$ cat config.mk
export PLATFORM = sky130hd
export DESIGN_NAME = clkdiv_ctrl_flat
export DESIGN_NICKNAME = d
export VERILOG_FILES = /design/src/rtl/clkdiv_pkg.sv /design/src/rtl/clkdiv_if.sv /design/src/rtl/clkdiv_core.sv /design/src/rtl/clkdiv_ctrl.sv /design/src/flat_wrapper.sv
export SDC_FILE = /design/constraint.sdc
export NUM_CORES = 1
export LEC_CHECK = 0
export BUFFER_PORTS_ARGS = -buffer_cell sky130_fd_sc_hd__buf_2
export CORE_MARGIN = 2
export CORE_UTILIZATION = 60
export CTS_BUF_LIST = sky130_fd_sc_hd__clkbuf_16
export DETAILED_ROUTE_END_ITERATION = 10
export PLACE_DENSITY = 0.76
export REMOVE_ABC_BUFFERS = 1
export SYNTH_ARGS = -nofsm -noshare
export SYNTH_HDL_FRONTEND = slang
export SYNTH_HIERARCHICAL = 1
export SYNTH_SLANG_ARGS = --single-unit
$ cat constraint.sdc
create_clock -name clk50 -period 9.7 [get_ports clk50]
set_input_delay 1.94 -clock clk50 [delete_from_list [all_inputs] [get_ports clk50]]
set_output_delay 1.94 -clock clk50 [all_outputs]
set_load 0.03 [all_outputs]
$ cat src/rtl/clkdiv_pkg.sv
// Shared definitions for the programmable clock divider controller:
// controller states and the default counter width / reset half-period.
package clkdiv_pkg;

  // Default width of the half-period value.
  localparam int CLKDIV_CNT_W    = 16;
  // Half-period loaded at reset: 163 gives a 326-cycle period from clk50.
  localparam int CLKDIV_DEF_HALF = 163;

  typedef enum logic [1:0] {
    IDLE  = 2'd0,
    RUN   = 2'd1,
    DRAIN = 2'd2
  } state_t;

endpackage

$ cat src/rtl/clkdiv_if.sv
// Configuration handshake for the clock divider: a new half-period is
// offered with cfg_valid/cfg_half and taken when cfg_ready is high.
// cfg_err flags a rejected zero half-period.
interface clkdiv_if
  import clkdiv_pkg::*;
#(
  parameter int CNT_W = CLKDIV_CNT_W
) ();

  logic             cfg_valid;
  logic             cfg_ready;
  logic [CNT_W-1:0] cfg_half;
  logic             cfg_err;

  // Side that offers new configurations.
  modport master (
    output cfg_valid,
    output cfg_half,
    input  cfg_ready,
    input  cfg_err
  );

  // Side that accepts them (the controller).
  modport slave (
    input  cfg_valid,
    input  cfg_half,
    output cfg_ready,
    output cfg_err
  );

endinterface

$ cat src/rtl/clkdiv_core.sv
// Period counter and compare logic of the clock divider.
// While run_en is high the counter advances every clk50 edge; clkout rises
// when the counter reaches half-1 and falls (with counter wrap) at 2*half-1,
// which is the period boundary. half_reg only changes through the load port.
module clkdiv_core
  import clkdiv_pkg::*;
#(
  parameter int CNT_W    = CLKDIV_CNT_W,
  parameter int DEF_HALF = CLKDIV_DEF_HALF
) (
  input  logic             clk50,
  input  logic             rst,
  input  logic             run_en,
  input  logic             load_en,
  input  logic [CNT_W-1:0] load_half,
  output logic             rise_evt,
  output logic             bound_evt,
  output logic             clkout
);

  // The counter spans a whole period (up to 2*half-1), so it carries one
  // extra bit; half-periods above 2^(CNT_W-1) still reach the boundary.
  logic [CNT_W:0]   cnt_reg;
  logic [CNT_W-1:0] half_reg;
  logic [CNT_W-1:0] half_m1;
  logic [CNT_W:0]   period_m1;
  logic             clkout_reg;

  assign half_m1   = half_reg - CNT_W'(1);
  assign period_m1 = {half_reg, 1'b0} - (CNT_W+1)'(1);

  // Compare events are only meaningful while the divider is running.
  assign rise_evt  = run_en && (cnt_reg == {1'b0, half_m1});
  assign bound_evt = run_en && (cnt_reg == period_m1);
  assign clkout    = clkout_reg;

  // Counter, divided clock and half-period register.
  always_ff @(posedge clk50 or posedge rst) begin
    if (rst) begin
      cnt_reg    <= '0;
      half_reg   <= CNT_W'(DEF_HALF);
      clkout_reg <= 1'b0;
    end else begin
      if (run_en) begin
        if (bound_evt) begin
          cnt_reg <= '0;
        end else begin
          cnt_reg <= cnt_reg + (CNT_W+1)'(1);
        end
      end
      if (bound_evt) begin
        clkout_reg <= 1'b0;
      end else if (rise_evt) begin
        clkout_reg <= 1'b1;
      end
      if (load_en) begin
        half_reg <= load_half;
      end
    end
  end

endmodule

$ cat src/rtl/clkdiv_ctrl.sv
// Run-time controller for the programmable clock divider.
// Starts/stops the divided clock on period boundaries and takes new
// half-periods over a valid/ready handshake. A value accepted while running
// is parked in a pending register and applied at the next period boundary,
// so the current period always completes with the old half-period.
module clkdiv_ctrl
  import clkdiv_pkg::*;
#(
  parameter int CNT_W    = CLKDIV_CNT_W,
  parameter int DEF_HALF = CLKDIV_DEF_HALF
) (
  input  logic     clk50,
  input  logic     rst,
  input  logic     start,
  input  logic     stop,
  clkdiv_if.slave  cfg,
  output logic     clkout,
  output logic     tick,
  output logic     busy
);

  state_t           state_reg;
  logic             busy_reg;
  logic             tick_reg;
  logic             cfg_ready_reg;
  logic             cfg_err_reg;
  logic             pend_valid_reg;
  logic [CNT_W-1:0] pend_half_reg;

  logic             run_en;
  logic             accept;
  logic             accept_zero;
  logic             accept_ok;
  logic             pend_apply;
  logic             load_en;
  logic [CNT_W-1:0] load_half;
  logic             rise_evt;
  logic             bound_evt;

  assign run_en      = (state_reg != IDLE);
  assign accept      = cfg.cfg_valid && cfg_ready_reg;
  assign accept_zero = accept && (cfg.cfg_half == '0);
  assign accept_ok   = accept && (cfg.cfg_half != '0);

  // A pending value is applied at a period boundary. An offer taken on the
  // very edge where DRAIN finishes lands while already IDLE, so IDLE also
  // flushes a pending value (one cycle later, before any new run starts).
  assign pend_apply  = pend_valid_reg && (bound_evt || state_reg == IDLE);
  assign load_en     = pend_apply || (accept_ok && state_reg == IDLE);
  assign load_half   = pend_valid_reg ? pend_half_reg : cfg.cfg_half;

  clkdiv_core #(
    .CNT_W    (CNT_W),
    .DEF_HALF (DEF_HALF)
  ) u_core (
    .clk50     (clk50),
    .rst       (rst),
    .run_en    (run_en),
    .load_en   (load_en),
    .load_half (load_half),
    .rise_evt  (rise_evt),
    .bound_evt (bound_evt),
    .clkout    (clkout)
  );

  assign tick          = tick_reg;
  assign busy          = busy_reg;
  assign cfg.cfg_ready = cfg_ready_reg;
  assign cfg.cfg_err   = cfg_err_reg;

  // Run/stop FSM, config handshake and pending register.
  always_ff @(posedge clk50 or posedge rst) begin
    if (rst) begin
      state_reg      <= IDLE;
      busy_reg       <= 1'b0;
      tick_reg       <= 1'b0;
      cfg_ready_reg  <= 1'b1;
      cfg_err_reg    <= 1'b0;
      pend_valid_reg <= 1'b0;
      pend_half_reg  <= '0;
    end else begin
      tick_reg    <= rise_evt;
      cfg_err_reg <= accept_zero;

      // cfg_ready is only high with nothing pending, so apply and accept
      // never collide.
      if (pend_apply) begin
        pend_valid_reg <= 1'b0;
        cfg_ready_reg  <= 1'b1;
      end
      if (accept_ok && state_reg != IDLE) begin
        pend_half_reg  <= cfg.cfg_half;
        pend_valid_reg <= 1'b1;
        cfg_ready_reg  <= 1'b0;
      end

      case (state_reg)
        IDLE: begin
          if (start) begin
            state_reg <= RUN;
            busy_reg  <= 1'b1;
          end
        end
        RUN: begin
          if (stop) begin
            state_reg <= DRAIN;
          end
        end
        DRAIN: begin
          if (start) begin
            state_reg <= RUN;
          end else if (bound_evt) begin
            state_reg <= IDLE;
            busy_reg  <= 1'b0;
          end
        end
        default: begin
          state_reg <= IDLE;
          busy_reg  <= 1'b0;
        end
      endcase
    end
  end

endmodule

$ cat src/flat_wrapper.sv
// flat-port wrapper written by rule: the top's interface ports become plain ports
module clkdiv_ctrl_flat import clkdiv_pkg::*;
#(
  parameter int CNT_W    = CLKDIV_CNT_W,
  parameter int DEF_HALF = CLKDIV_DEF_HALF
)
  (clk50, rst, start, stop, clkout, tick, busy, cfg_cfg_valid, cfg_cfg_half, cfg_cfg_ready, cfg_cfg_err);
  clkdiv_if #(.CNT_W(CNT_W)) cfg_i ();
  input  logic clk50;
  input  logic rst;
  input  logic start;
  input  logic stop;
  output logic clkout;
  output logic tick;
  output logic busy;
  input wire logic [$bits(cfg_i.cfg_valid)-1:0] cfg_cfg_valid;
  input wire logic [$bits(cfg_i.cfg_half)-1:0] cfg_cfg_half;
  output wire logic [$bits(cfg_i.cfg_ready)-1:0] cfg_cfg_ready;
  output wire logic [$bits(cfg_i.cfg_err)-1:0] cfg_cfg_err;
  assign cfg_i.cfg_valid = cfg_cfg_valid;
  assign cfg_i.cfg_half = cfg_cfg_half;
  assign cfg_cfg_ready = cfg_i.cfg_ready;
  assign cfg_cfg_err = cfg_i.cfg_err;
  clkdiv_ctrl #(.CNT_W(CNT_W), .DEF_HALF(DEF_HALF)) u_core (.clk50(clk50), .rst(rst), .start(start), .stop(stop), .cfg(cfg_i), .clkout(clkout), .tick(tick), .busy(busy));
endmodule
==> impl_results.md, run 1 <==
* Status: finished clean
* Gp weighted congestion at 0.8317
* Commonest cells after routing, fill and taps aside: dfrtp_1, nor2_1, mux2_2, xnor2_1, buf_2
* ANT nets after route at 0
* Clock skew at 0.005655 ns
* Dpl cell area at 3801 µm²
* Synth Warn # at 6
* Total Routing Usage GR at 24.51%
* Initial Util at 62.76%
* Synth top area share at 34.61%
* Proportion of layout cells with a drive suffix above 1 at 26.70%
* Top Usage Layer GRT: met2
* I/O Buffers at 25
* Post-CTS Setup Bufs at 0
* First-pass DRT Iterations at 4
* Initial antenna violation count at 0
* Grt total ovfl at 0
* Avg Cell Area, Syn at 10.33 µm²
* Ys flop type: dfrtp_1
* FMAX at 255.0 MHz
* Unrepaired setup endpoints after global routing: false
* Gate Count Post-Synth at 364
* Wirelength per Cell at 16.98 µm
* Pwr/cell area at 313.4 nW/µm²
* Hold-fix buffers at CTS at 0
* Final Cell Area at 4108 µm²
* Tmin final at 3.921 ns
* Number of synthesized register bits at 57
* Static Leak at 1.757 nW
* Final period utilization at 40.42%
* Vias in the first global route at 2739
* Cell Area, Synth at 3760 µm²
* Commonest non-fill, non-tap cell in the layout: dfrtp_1
* Met2 Resource Use GR at 38.49%
* # IOs at 26
* MaxCap Viol Count at 0
* CTS resizes at 0
* Die Ht at 83.16 µm
* Setup crit end kind: flip-flop
* Die Span X at 83.16 µm
* VDD IR max at 0.0001740 V
* Die area at 6916 µm²
* Synth-to-Final Area Change at 9.251%
* Layout Nets at 400
* Area of the core at 5991 µm²
* CTS tree: yes
* Rel. slew slack at 38.72%
* Netlist cell types at 55
* Final setup vio count at 0
* Worst EP required at 9.90 ns
* Number of synthesized flops with an enable pin at 0
* CP startpoint kind: flip-flop
* Aggregate routed wire length at 7.759 mm
* Total number of vias at 2657
* Max FO, Critical Path at 20
* Final Max Tran Viols at 0
* CTS sink count at 57
* Largest buffer count on any clock path at 2
* Std-Cell Rows at 28
* Met3 usage at 4.573%
* Final Hold Vio Count at 0
* Cts bufs inserted at 9
* Synth area leaders: dfrtp_1, mux2_2, xnor2_1
* Hold crit path type: flip-flop to flip-flop
* Max H-tree Level at 3
* Setup_tns at 0 ns
* Synth area leader: dfrtp_1
* WP data arrival at 4.13 ns
* Clk_lat worst skew at 0.32 ns
* Max FFs per register at 17
* First-pass GRT wire length at 13.46 mm
* Dpl hpwl at 5.493 mm
* Pin count of the biggest net entering global routing at 35
* Clk pin slew, worst setup/hold paths at 0.05 ns
* Register area share after synthesis at 38.10%
* Root Buffer: clkbuf_16
* GR Util met1 at 32.79%
* Fillers at 442
* Worst Setup Path Type: flip-flop to flip-flop
* Diodes inserted at 0
* Dpl ws at 5.933 ns
* Initial drt markers at 211
* DR vias/cell at 5.814
* FFs w/ async S/R, synth at 100.0%
* DR DRC count at 0
* Final WS setup at 5.779 ns
* Worst-Margin Slew at 0.9116 ns
## area by class of cell
| type | instances | area (µm²) | area share (%) |
|---|---|---|---|
| timing repair buffer | 28 | 147.6 | 3.594 |
| clock buffer | 9 | 225.2 | 5.483 |
| multi-input combinational | 263 | 2059 | 50.14 |
| inverter | 18 | 67.56 | 1.645 |
| sequential | 57 | 1433 | 34.88 |
| tap | 75 | 93.84 | 2.284 |
| clock inverter | 7 | 81.33 | 1.980 |
## routing by layer
| metal | vias up | part of all wire, % |
|---|---|---|
| li1 | 1301 | - |
| met1 | 1296 | 46 |
| met3 | 12 | 3.1 |
| met5 | - | 0 |
| met4 | 0 | 1.9 |
| met2 | 48 | 49 |
## kinds of logic after synthesis
group / Yosys count / synth area share [%]
DFF: 57 / 38.10
adders and majority gates: 2 / 0.6655
AOI/OAI and AO/OA: 42 / 7.122
and+or+nand+nor: 119 / 18.70
buffers and inverters: 44 / 7.121
xor gates and xnor gates: 55 / 13.91
muxes: 45 / 14.38
## worst max-delay path, cell delays in order, from the launching register on
cell and delay [ns]:
dfstp_2 0.40, inv_1 0.07, ha_1 0.22, nor3b_1 0.66
nand3_1 0.37, nor3_1 0.40, a31oi_1 0.21, nor4_4 0.28
buf_4 0.28, o21ai_0 0.15, o21ai_1 0.13, buf_4 0.25
mux2_2 0.36
## through the flow
step                      std cells  hold slack [ns]  util [%]  power (mW)
after floorplan                 338           0.4737         -      0.8385
after global placement          441           0.4821     63.45      0.9385
after detailed placement        441           0.4899     63.45      0.9559
after CTS                       457           0.5017     68.57       1.290
after global routing            457           0.5168     68.57       1.371
final                           457           0.4999     68.57       1.287
## Yosys cell counts (all sizes together) (5+ instances only)
master,instances
a21oi,7
and3,5
buf,8
clkbuf,18
dfrtp,52
dfstp,5
inv,18
mux2,45
nand2,22
nand3,8
nand4,10
nor2,37
nor3,8
nor4,10
o21ai,15
xnor2,31
xor2,21
## path summary, 6_finish.rpt
path	endpoint	depth (start not counted)	from	slack (ns)
min reg2reg	u_core/pend_half_reg[14]$_DFFE_PP0P_	1	u_core/pend_half_reg[14]$_DFFE_PP0P_	0.50
min	u_core/pend_half_reg[14]$_DFFE_PP0P_	1	u_core/pend_half_reg[14]$_DFFE_PP0P_	0.50
max in group asynchronous	u_core/pend_half_reg[3]$_DFFE_PP0P_	2	rst	7.35
min in group asynchronous	u_core/u_core/half_reg[11]$_DFFE_PP0P_	3	rst	1.73
max reg2reg	u_core/u_core/half_reg[10]$_DFFE_PP0P_	12	u_core/u_core/half_reg[0]$_DFFE_PP1P_	5.78
max	u_core/u_core/half_reg[10]$_DFFE_PP0P_	12	u_core/u_core/half_reg[0]$_DFFE_PP1P_	5.78
## power breakdown
part / switching (mW) / leakage [nW] / internal (mW) / total [mW]
Combinational: 0.233 / 0.892 / 0.259 / 0.492
Clock: 0.103 / 0.163 / 0.220 / 0.324
Sequential: 0.137 / 0.701 / 0.335 / 0.472
No activity file was read; power rests on OpenSTA's default activity.
==> inputs of run 2 (changes only) <==
--- a/config.mk
+++ b/config.mk
@@ -7,10 +7,10 @@
 export LEC_CHECK = 0
 export BUFFER_PORTS_ARGS = -buffer_cell sky130_fd_sc_hd__buf_2
 export CORE_MARGIN = 2
-export CORE_UTILIZATION = 60
+export CORE_UTILIZATION = 55
 export CTS_BUF_LIST = sky130_fd_sc_hd__clkbuf_16
 export DETAILED_ROUTE_END_ITERATION = 10
-export PLACE_DENSITY = 0.76
+export PLACE_DENSITY = 0.74
 export REMOVE_ABC_BUFFERS = 1
 export SYNTH_ARGS = -nofsm -noshare
 export SYNTH_HDL_FRONTEND = slang
==> constraint.sdc (replaced) <==
create_clock -name clk50 -period 3.25 [get_ports clk50]
set_input_delay 0.65 -clock clk50 [delete_from_list [all_inputs] [get_ports clk50]]
set_output_delay 0.65 -clock clk50 [all_outputs]
set_load 0.03 [all_outputs]
==> run 2 against run 1 <==
Global-route usage is 0.19 points lower; sequential power grew to 2.9 times the previous value; core utilization is 4.3 points lower; clock skew is 0.0010 ns lower; combinational power grew to 3.5 times the previous value; setup slack worse by 5.7 ns; clock power grew to 2.8 times the previous value; flip-flop and latch count stayed put; design area is 5.1% higher; routed wire length is 8.7% higher; register-to-register slack worse by 5.7 ns; die area is 8.6% higher; critical endpoint is now u_core/u_core/half_reg[6]$_DFFE_PP0P_; largest cell class unchanged.
==> impl_results.md, run 2 (synthesis gave the netlist of run 1 again) <==
* Initial drt markers at 160
* R2R depth at 10
* Largest buffer count on any clock path at 2
* WL met3 at 283 µm
* Dpl ws at 0.01489 ns
* Rel. slew slack at 38.82%
* Cts bufs inserted at 9
* Vias in the first global route at 2851
* WP data arrival at 3.34 ns
* I/O Buffers at 25
* Initial antenna violation count at 0
* Max H-tree Level at 3
* R2r setup slk at 0.11 ns
* Status: finished clean
* Std-Cell Rows at 30
* Diodes inserted at 0
* Commonest cells after routing, fill and taps aside: dfrtp_1, mux2_2, nor2_1, xnor2_1, buf_2
* Worst EP required at 3.46 ns
* Hold-fix buffers at CTS at 0
* Critical Path End: u_core/u_core/half_reg[6]$_DFFE_PP0P_
* Final Max Tran Viols at 0
* Area of the core at 6719 µm²
* Clk_lat worst skew at 0.33 ns
* Commonest non-fill, non-tap cell in the layout: dfrtp_1
* Gp weighted congestion at 0.9066
* R2R Path Start: u_core/u_core/half_reg[3]$_DFFE_PP0P_
* Final setup vio count at 0
* DR DRC count at 0
* Slowest cell on crit path: or4_4
* Reg-to-Reg End: u_core/u_core/half_reg[6]$_DFFE_PP0P_
* FMAX at 318.8 MHz
* Aggregate routed wire length at 8.431 mm
* Worst Setup Path Type: flip-flop to flip-flop
* WL met1 at 3.752 mm
* Die Ht at 86.68 µm
* Die Span X at 86.68 µm
* Pwr/cell area at 927.5 nW/µm²
* Static Leak at 1.871 nW
* Dpl hpwl at 5.969 mm
* Tmin final at 3.137 ns
* Clock skew at 0.004625 ns
* Clk pin slew, worst setup/hold paths at 0.05 ns
* Layout Nets at 423
* Max FFs per register at 17
* Root Buffer: clkbuf_16
* Hold slack at 0.4122 ns
* CP startpoint kind: flip-flop
* Proportion of layout cells with a drive suffix above 1 at 33.58%
* # IOs at 26
* Crit-path cells: or4_4 -> buf_4 -> nor4_4 -> xnor2_2 -> nand3_2 -> nor4_4 -> o21ai_1 -> o21ai_1 -> buf_4 -> mux2_2
* Wirelength per Cell at 17.38 µm
* Final period utilization at 96.53%
* Grt total ovfl at 0
* Synth-to-Final Area Change at 14.88%
* Total number of vias at 2801
* MaxCap Viol Count at 0
* ANT nets after route at 0
* CTS tree: yes
* Final WS setup at 0.1128 ns
* Hold crit path type: input pin to async pin
* Initial Util at 55.96%
* Die area at 7513 µm²
* Slowest Stage Delay on Critical Path at 0.59 ns
* Total Routing Usage GR at 24.32%
* Crit path launch: u_core/u_core/half_reg[3]$_DFFE_PP0P_
* Met2 Wirelength at 4.212 mm
* Max FO, Critical Path at 8
* CTS sink count at 57
* VDD IR max at 0.0004842 V
* Setup crit end kind: flip-flop
* First-pass GRT wire length at 13.99 mm
* Worst-Margin Slew at 0.9166 ns
* DR vias/cell at 5.775
* Max layer used: met4
* First-pass DRT Iterations at 4
* Pin count of the biggest net entering global routing at 24
* Final Hold Vio Count at 0
==> run 2: cell types whose count changed in the layout (fill, tap and decap cells not counted), moves of 2 or more <==
cell,delta
buf_4,+22
nor2_1,-2
nor2_2,+2
o21ai_1,+2
o21ai_0,-2
==> run 2: what timing repair did <==
action                                  4_1_cts  5_1_grt
buffers inserted                              0        7
resized for setup                             1       14
endpoints found under the setup margin        8       17
pin swaps                                     0        4
cloned                                        0        1
==> run 2: layer usage <==
layer / global-route usage (%) / vias up
li1: - / 1338
met4: 12.07 / 0
met3: 4.381 / 15
met1: 31.56 / 1386
met2: 39.16 / 62
met5: 0 / -
==> run 2: worst min-delay path by stage <==
stage / startpoint / endpoint / slack [ns] / cells past startpoint
floorplan: u_core/pend_half_reg[0]$_DFFE_PP0P_ / u_core/pend_half_reg[0]$_DFFE_PP0P_ / 0.47 / 1
global placement: u_core/pend_half_reg[14]$_DFFE_PP0P_ / u_core/pend_half_reg[14]$_DFFE_PP0P_ / 0.48 / 1
detailed placement: u_core/pend_half_reg[14]$_DFFE_PP0P_ / u_core/pend_half_reg[14]$_DFFE_PP0P_ / 0.49 / 1
CTS: rst / u_core/u_core/half_reg[11]$_DFFE_PP0P_ / 0.43 / 2
global route: rst / u_core/u_core/half_reg[14]$_DFFE_PP0P_ / 0.49 / 2
finish: rst / u_core/u_core/half_reg[14]$_DFFE_PP0P_ / 0.41 / 2
==> run 2: stage by stage <==
step                area [µm²]  instances  utilization, %  power, mW  setup TNS (ns)
detailed placement        3920        461           58.34      2.973               0
CTS                       4214        477           62.72      3.909               0
floorplan                 3560        338               -      2.503          -11.14
global route              4319        485           64.28      4.250        -0.03051
finish                    4319        485           64.28      4.006               0
global placement          3920        461           58.34      2.909               0
==> run 2: power breakdown <==
group / switching [mW] / internal (mW) / leakage (nW)
registers: 0.364 / 0.999 / 0.700
logic: 0.816 / 0.914 / 1.02
clock network: 0.327 / 0.585 / 0.148
total: 1.51 / 2.50 / 1.87
==> run 2: critical path, delay by kind of cell, from the launching register on <==
kind / cells / cell delay [ns]
xor+xnor: 1 / 0.17
buf+inv: 2 / 0.39
simple gates: 4 / 1.31
compound gates: 2 / 0.31
mux: 1 / 0.34
flops: 1 / 0.49
==> run 2: final cells by class <==
class | instances | area [µm²]
Clock buffer | 9 | 225.2
Clock inverter | 7 | 63.81
Fill cell | 522 | 2400
Inverter | 18 | 67.56
Multi-Input combinational cell | 263 | 2111
Sequential cell | 57 | 1434
Tap cell | 80 | 100.1
Timing Repair Buffer | 51 | 317.8
==> inputs of run 3 (changes only) <==
--- a/config.mk
+++ b/config.mk
@@ -10,6 +10,7 @@
 export CORE_UTILIZATION = 55
 export CTS_BUF_LIST = sky130_fd_sc_hd__clkbuf_16
 export DETAILED_ROUTE_END_ITERATION = 10
+export GPL_TIMING_DRIVEN = 0
 export PLACE_DENSITY = 0.74
 export REMOVE_ABC_BUFFERS = 1
 export SYNTH_ARGS = -nofsm -noshare
==> run 3 against run 2 <==
Register-to-register slack got worse by 0.03 ns; sequential share of layout area fell by 1.0 points; non-clock buffer count did not move; setup slack got worse by 0.026 ns; critical endpoint unchanged.
==> impl_results.md, run 3 (synthesis gave the netlist of run 1 again) <==
* Status: finished clean
* ANT nets after route at 0
* Pin count of the biggest net entering global routing at 35
* Cts bufs inserted at 9
* Proportion of layout cells with a drive suffix above 1 at 37.68%
* CTS tree: yes
* Max FO, Critical Path at 6
* Setup crit end kind: flip-flop
* Register Area at 1439 µm²
* Tmin final at 3.163 ns
* CTS sink count at 57
* WP data arrival at 3.37 ns
* Layout Nets at 424
* Gp weighted congestion at 0.8319
* Aggregate routed wire length at 9.120 mm
* DR vias/cell at 5.981
* R2R Path Start: u_core/u_core/half_reg[0]$_DFFE_PP1P_
* Final Max Tran Viols at 0
* R2r setup slk at 0.09 ns
* Initial drt markers at 301
* Largest buffer count on any clock path at 2
* Hold crit path type: input pin to async pin
* Max FFs per register at 17
* Max H-tree Level at 3
* Area of the multi-input gates at 2236 µm²
* Unrepaired setup endpoints after global routing: true
* Rel. slew slack at 41.74%
* Worst Setup Path Type: flip-flop to flip-flop
* Worst EP required at 3.46 ns
* Commonest non-fill, non-tap cell in the layout: dfrtp_1
* Grt total ovfl at 0
* Dpl cells at 444
* FMAX at 316.2 MHz
* Pwr/cell area at 960.8 nW/µm²
* Non-Filler Instances at 486
* R2R depth at 14
* Dpl hpwl at 5.467 mm
* CP startpoint kind: flip-flop
* Synth-to-Final Area Change at 18.90%
* Fillers at 494
* Clk_lat worst skew at 0.33 ns
* I/O Buffers at 25
* Clk pin slew, worst setup/hold paths at 0.06 ns
* Diodes inserted at 0
* # IOs at 26
* Root Buffer: clkbuf_16
* Wirelength per Cell at 18.77 µm
* Static Leak at 1.910 nW
* Final period utilization at 97.32%
* Die Span X at 86.68 µm
* MaxCap Viol Count at 0
* DR DRC count at 0
* Final Hold Vio Count at 0
* Vias in the first global route at 2884
* Clock skew at 0.007627 ns
* Reg-to-Reg End: u_core/u_core/half_reg[6]$_DFFE_PP0P_
* VDD IR max at 0.0004679 V
* Final setup vio count at 0
* Initial antenna violation count at 0
* Die Ht at 86.68 µm
* First-pass GRT wire length at 14.19 mm
* Utilization after layout at 66.54%
* Total Routing Usage GR at 24.78%
* Std-Cell Rows at 30
* Die area at 7513 µm²
* Commonest cells after routing, fill and taps aside: dfrtp_1, nor2_1, xnor2_1, mux2_2, buf_2
* Total number of vias at 2907
* Initial Util at 55.96%
* First-pass DRT Iterations at 5
* Worst-Margin Slew at 0.8730 ns
* Area of the core at 6719 µm²
run 3: cell types whose count changed in the layout (fill, tap and decap cells not counted), sizes merged:
cell and change:
clkinvlp +1, clkinv -1, nor4 +1
run 3: report_power, final:
part | internal (mW) | switching, mW
registers | 1.00 | 0.416
clock network | 0.592 | 0.352
logic | 1.03 | 0.898
total | 2.63 | 1.67
run 3: layout make-up:
type	count	share of cell area, %
multi-input combinational	264	50.01
sequential	57	32.19
timing repair buffer	51	7.417
clock buffer	9	5.038
tap	80	2.239
clock inverter	7	1.595
inverter	18	1.511
run 3: how the worst max path moves through the flow:
stage                                                      from                                      to  slack [ns]  cells past startpoint
after global routing      u_core/u_core/half_reg[1]$_DFFE_PP1P_   u_core/u_core/half_reg[6]$_DFFE_PP0P_       -0.09                     13
final                     u_core/u_core/half_reg[0]$_DFFE_PP1P_   u_core/u_core/half_reg[6]$_DFFE_PP0P_        0.09                     14
after global placement    u_core/u_core/half_reg[0]$_DFFE_PP1P_  u_core/u_core/half_reg[14]$_DFFE_PP0P_       -1.80                     11
after CTS                 u_core/u_core/half_reg[0]$_DFFE_PP1P_   u_core/u_core/half_reg[3]$_DFFE_PP0P_        0.03                     11
after floorplan           u_core/u_core/half_reg[4]$_DFFE_PP0P_  u_core/u_core/half_reg[10]$_DFFE_PP0P_       -0.73                      9
after detailed placement  u_core/u_core/half_reg[0]$_DFFE_PP1P_   u_core/u_core/half_reg[6]$_DFFE_PP0P_       -1.54                     12
run 3: metrics by stage:
| step | setup slack (ns) | setup TNS, ns | hold WS, ns | total power, mW | area, µm² |
|---|---|---|---|---|---|
| 6_report | 0.08702 | 0 | 0.4518 | 4.295 | 4471 |
| 5_1_grt | -0.09451 | -0.9542 | 0.5155 | 4.537 | 4471 |
| 4_1_cts | 0.03330 | 0 | 0.4991 | 3.962 | 4243 |
| 3_5_place_dp | -1.537 | -31.00 | 0.4903 | 2.839 | 3792 |
| 3_3_place_gp | -1.799 | -35.77 | 0.4823 | 2.785 | 3785 |
| 2_1_floorplan | -0.7330 | -11.14 | 0.4737 | 2.503 | 3560 |
run 3: routing by layer:
layer | vias up | global-route usage [%] | wire length, µm
li1 | 1344 | - | -
met1 | 1421 | 31.99 | 3821
met2 | 117 | 41.33 | 4553
met3 | 25 | 3.905 | 541
met4 | 0 | 10.65 | 204
met5 | - | 0 | 0
run 3: critical path, cell delays in order, from the launching register on:
cell	delay [ns]
dfstp_2	0.39
inv_2	0.09
ha_4	0.16
nor3b_4	0.30
buf_4	0.18
nand3_2	0.14
a221oi_1	0.38
a211oi_2	0.08
a31oi_2	0.32
nor4_4	0.08
buf_4	0.17
o21ai_4	0.17
o21ai_4	0.12
buf_6	0.17
mux2_4	0.30
run 3: what timing repair did:
action | 4_1_cts | 5_1_grt
cloned | 1 | 1
endpoints found under the setup margin | 38 | 27
resized for setup | 21 | 27
hold buffers | 0 | 0
setup buffers | 8 | 16
pin swaps | 5 | 12
